**src/rtl/b8_pkg.sv**
```systemverilog
// Shared definitions for the front-end fetch path: default widths,
// the canonical NOP encoding and the address/instruction pair type.
package b8_pkg;

    localparam int unsigned DEF_ADDR_W = 32;
    localparam int unsigned DEF_INST_W = 32;

    localparam logic [31:0] NOP_INST = 32'h0000_0013;

    typedef struct packed {
        logic [DEF_ADDR_W-1:0] addr;
        logic [DEF_INST_W-1:0] inst;
    } inst_pair;

endpackage

```
**src/rtl/inst_queue_mem.sv**
```systemverilog
// Instruction queue storage: register array with one synchronous write
// port, one asynchronous read port and synchronous clear on reset.
module inst_queue_mem #(
    parameter int unsigned DEPTH = 4,
    parameter int unsigned WIDTH = 64
) (
    input  logic                     clk,
    input  logic                     reset,
    input  logic                     we,
    input  logic [$clog2(DEPTH)-1:0] waddr,
    input  logic [WIDTH-1:0]         wdata,
    input  logic [$clog2(DEPTH)-1:0] raddr,
    output logic [WIDTH-1:0]         rdata
);

    logic [WIDTH-1:0] mem [DEPTH];

    always_ff @(posedge clk) begin
        if (reset) begin
            for (int unsigned i = 0; i < DEPTH; i++) begin
                mem[i] <= '0;
            end
        end else if (we) begin
            mem[waddr] <= wdata;
        end
    end

    assign rdata = mem[raddr];

endmodule

```
**src/rtl/inst_queue.sv**
```systemverilog
// Instruction queue between fetch and decode: DEPTH-entry FIFO of
// {instAddr, inst} pairs with valid/ready handshakes and one-cycle flush.
module inst_queue
    import b8_pkg::*;
#(
    parameter int unsigned DEPTH  = 4,
    parameter int unsigned ADDR_W = DEF_ADDR_W,
    parameter int unsigned INST_W = DEF_INST_W
) (
    input  logic                       clk,
    input  logic                       reset,
    input  logic                       jumpFlag_i,
    input  logic                       valid_i,
    output logic                       ready_o,
    input  logic [ADDR_W-1:0]          instAddr_i,
    input  logic [INST_W-1:0]          inst_i,
    output logic                       valid_o,
    input  logic                       ready_i,
    output logic [ADDR_W-1:0]          instAddr_o,
    output logic [INST_W-1:0]          inst_o,
    output logic [$clog2(DEPTH):0]     count_o
);

    localparam int unsigned PW = $clog2(DEPTH);
    localparam int unsigned CW = PW + 1;

    logic [PW-1:0]            wptr;
    logic [PW-1:0]            rptr;
    logic [CW-1:0]            count;
    logic                     push;
    logic                     pop;
    logic [ADDR_W+INST_W-1:0] wdata;
    logic [ADDR_W+INST_W-1:0] rdata;

    // Handshakes depend only on registered count and the flush request.
    assign ready_o = (count < CW'(DEPTH)) & ~jumpFlag_i;
    assign valid_o = (count != '0) & ~jumpFlag_i;
    assign push    = valid_i & ready_o;
    assign pop     = valid_o & ready_i;
    assign count_o = count;

    always_ff @(posedge clk) begin
        if (reset || jumpFlag_i) begin
            wptr  <= '0;
            rptr  <= '0;
            count <= '0;
        end else begin
            if (push) wptr <= wptr + PW'(1);
            if (pop)  rptr <= rptr + PW'(1);
            count <= count + CW'(push) - CW'(pop);
        end
    end

    assign wdata = {instAddr_i, inst_i};
    assign {instAddr_o, inst_o} = rdata;

    inst_queue_mem #(
        .DEPTH (DEPTH),
        .WIDTH (ADDR_W + INST_W)
    ) u_mem (
        .clk   (clk),
        .reset (reset),
        .we    (push),
        .waddr (wptr),
        .wdata (wdata),
        .raddr (rptr),
        .rdata (rdata)
    );

endmodule

```
**config.mk**
```make
export PLATFORM = sky130hd
export DESIGN_NAME = inst_queue
export DESIGN_NICKNAME = d
export VERILOG_FILES = /design/src/rtl/b8_pkg.sv /design/src/rtl/inst_queue_mem.sv /design/src/rtl/inst_queue.sv
export SDC_FILE = /design/constraint.sdc
export NUM_CORES = 1
export LEC_CHECK = 0
export CORE_AREA = 5 5 130 163
export CTS_BUF_LIST = sky130_fd_sc_hd__clkbuf_8
export CTS_CLUSTER_DIAMETER = 150
export CTS_CLUSTER_SIZE = 10
export DETAILED_ROUTE_END_ITERATION = 8
export DIE_AREA = 0 0 135 168
export PLACE_DENSITY = 0.83
export SETUP_SLACK_MARGIN = 0.4
export SKIP_CTS_REPAIR_TIMING = 1
export SLEW_MARGIN = 25
export SYNTH_ARGS = -nofsm -noshare
export SYNTH_HDL_FRONTEND = slang
export SYNTH_SLANG_ARGS = --single-unit
```
**constraint.sdc**
```tcl
create_clock -name clk -period 6.9 [get_ports clk]
set_input_delay 1.725 -clock clk [delete_from_list [all_inputs] [get_ports clk]]
set_output_delay 1.725 -clock clk [all_outputs]
set_load 0.05 [all_outputs]
```
==> impl_results.md <==
- H-tree depth: 1
- Power per cell area: 232.6 nW/um2
- Fraction of layout cells with a size suffix above 1: 14.02%
- Skew-Pair Late Insertion Delay: 560 ps
- First-pass GRT wire length: 37.37 mm
- Crit path cell chain: clkdlybuf4s50_1 > nor2_1 > clkdlybuf4s50_1
- Leakage: 4.994 nW
- Post-DP HPWL: 13.21 mm
- Routed met2 length: 12.81 mm
- Minimum clock period: 4942 ps
- Gr usage total: 21.19%
- Worst Hold Launch: rptr[0]$_SDFFE_PP0P_
- Ports: 138
- Crit share post-route: 71.62%
- Die area: 22,680 um2
- Fillcell total: 1,291
- Initial Utilization: 59.57%
- Largest net degree at the start of global routing: 79
- Yosys warns: 0
- Max layer used: met5
- Die Y: 168 um
- Mapped Nets: 750
- Most frequent cells in the layout: edfxtp_1, and2_1, clkdlybuf4s50_1
- Fmax: 202.4 MHz
- Post-DP Area: 13,020 um2
- Crit path top cell by count: clkdlybuf4s50_1
- Fin Setup TNS: 0 ps
- Final Core Density: 69.80%
- CTS Buf Count: 30
- Final Hold Fails: 0
- Primary FF master, synth: edfxtp_1
- Clock net sink count: 265
- Synth Register Bits: 265
- Gpl congestion: 0.7395
- Worst Path Required: 5180 ps
- CTS tree: yes
- EDFF count, synth: 256
- DRC viols: 0
- Initial antenna violation count: 2
- Final design area excluding fillers: 13,490 um2
- Synthesized cell area: 11,510 um2
- IO Port Bufs: 137
- Worst Max-Slew Pin Slew: 993.4 ps
- Max incr delay on CP: 820 ps
- Die X: 135 um
- Total Nets Final: 874
- Crit path launch type: input pin
- Total congestion overflow: 0
- Drt first-iter violations: 429
- CP Capture Type: output port
- Outcome: finished, final reports clean
- Pre-Repair DR Iteration Count: 5
- Core area: 19,330 um2
- Post-synth cell types: 26
- # setup viols final: 0
- Async SR Flop Fraction: 0%
- Antenna Nets Post-Route: 0
- DR vias: 6,243
- WL met3: 1.045 mm
- Most common cell after layout, fill and taps aside: edfxtp_1
- Clk Tree Root Cell: clkbuf_8
- Vias per inst: 5.791
- RSZ-0062 raised after global routing: no
- Max IR drop VDD: 151.6 uV
- Reg-to-reg startpoint: count_o[2]$_SDFF_PP0_
- Path type of the worst setup path: in -> out
- Clock slew at reported path FFs: 70 ps
- Class of the worst hold path: reg -> reg
- Max Slew Vio Count: 0
- Syn_area_per_cell: 16.98 um2
- Worst-path fanout max: 7
- Register area share after synthesis: 68.33%
- Ant diodes: 0
- Crit path launch: jumpFlag_i
- Critical path's slowest cell: clkdlybuf4s50_1
- FP Rows: 57
- Worst Path Arrival: 3220 ps
- Max_slew headroom: 33.78%
- Number of global-route vias before repair: 7,046
- Maximum Capacitance Violations: 0
- Worst Clk Skew: 17.98 ps
- M1 wire length: 9.230 mm
- Detailed Route WL: 23.66 mm
- Longest Clk Path Bufs: 3
- Mean routed wirelength per cell: 21.95 um
- Post-Synthesis Cells: 678
- Area Overhead vs Synth: 17.17%
[critical path, delay by kind of cell]
kind | cells | cell delay (ps)
buf+inv | 2 | 1350
simple gates | 1 | 150
[layer usage]
layer | global-route usage (%) | vias up
li1 | - | 2782
met1 | 26.10 | 3235
met3 | 3.343 | 43
met2 | 38.58 | 179
met4 | 6.401 | 4
met5 | 0 | -
[path summary, 6_finish.rpt]
path / endpoint / slack (ps) / depth (start not counted)
worst max-delay path: ready_o / 1960 / 3
worst min-delay path: flip-flop / 550 / 2
worst max register to register: count_o[2]$_SDFF_PP0_ / 4360 / 9
worst min register to register: flip-flop / 550 / 2
[synthesized netlist by cell type, types with 3 or more instances]
cell | number | area [um2]
edfxtp_1 | 256 | 7687
and3_1 | 66 | 412.9
inv_1 | 8 | 30.03
clkbuf_1 | 19 | 71.32
and2_1 | 192 | 1201
mux4_2 | 64 | 1441
xnor2_1 | 4 | 35.03
dfxtp_1 | 9 | 180.2
nor2_1 | 12 | 45.04
buf_2 | 13 | 65.06
buf_6 | 13 | 146.4
a21o_1 | 3 | 22.52
[where the power goes]
group	switching (mW)	leakage [nW]	internal, mW	total, mW
Sequential	0.0217	2.74	1.84	1.86
Combinational	0.221	1.98	0.139	0.360
Clock	0.511	0.282	0.406	0.917
Total	0.754	4.99	2.38	3.14
[kinds of logic after synthesis]
group	share of synthesized area, %
simple gates	14.89
flops	68.33
mux	12.52
buf+inv	2.999
compound gates	0.4130
xor+xnor	0.4564
fa+ha+maj	0.3912
[area by class of cell]
type                            count  area, um2  area share, %
Sequential cell                   265       7875          58.38
Multi-Input combinational cell    354       3349          24.83
Timing Repair Buffer              143       1429          10.59
Clock buffer                       31      426.7          3.163
Tap cell                          265      331.6          2.458
Clock inverter                     12      48.80         0.3617
Inverter                            8      30.03         0.2226
[stage by stage]
step	setup slack [ps]	instances	total power [mW]	hold slack [ps]
2_1_floorplan	2796	678	2.103	484.7
3_3_place_gp	1953	1034	2.244	501.2
3_5_place_dp	1952	1035	2.260	537.5
4_1_cts	1943	1078	3.161	555.4
5_1_grt	1830	1078	3.246	588.5
6_report	1958	1078	3.138	552.4
[registers in the layout, summed over array words and instances, names as in the netlist, named ones only]
signal and count:
rptr 2, count_o 3, wptr 2, u_mem.mem 256
No activity file was read; power rests on OpenSTA's default activity.
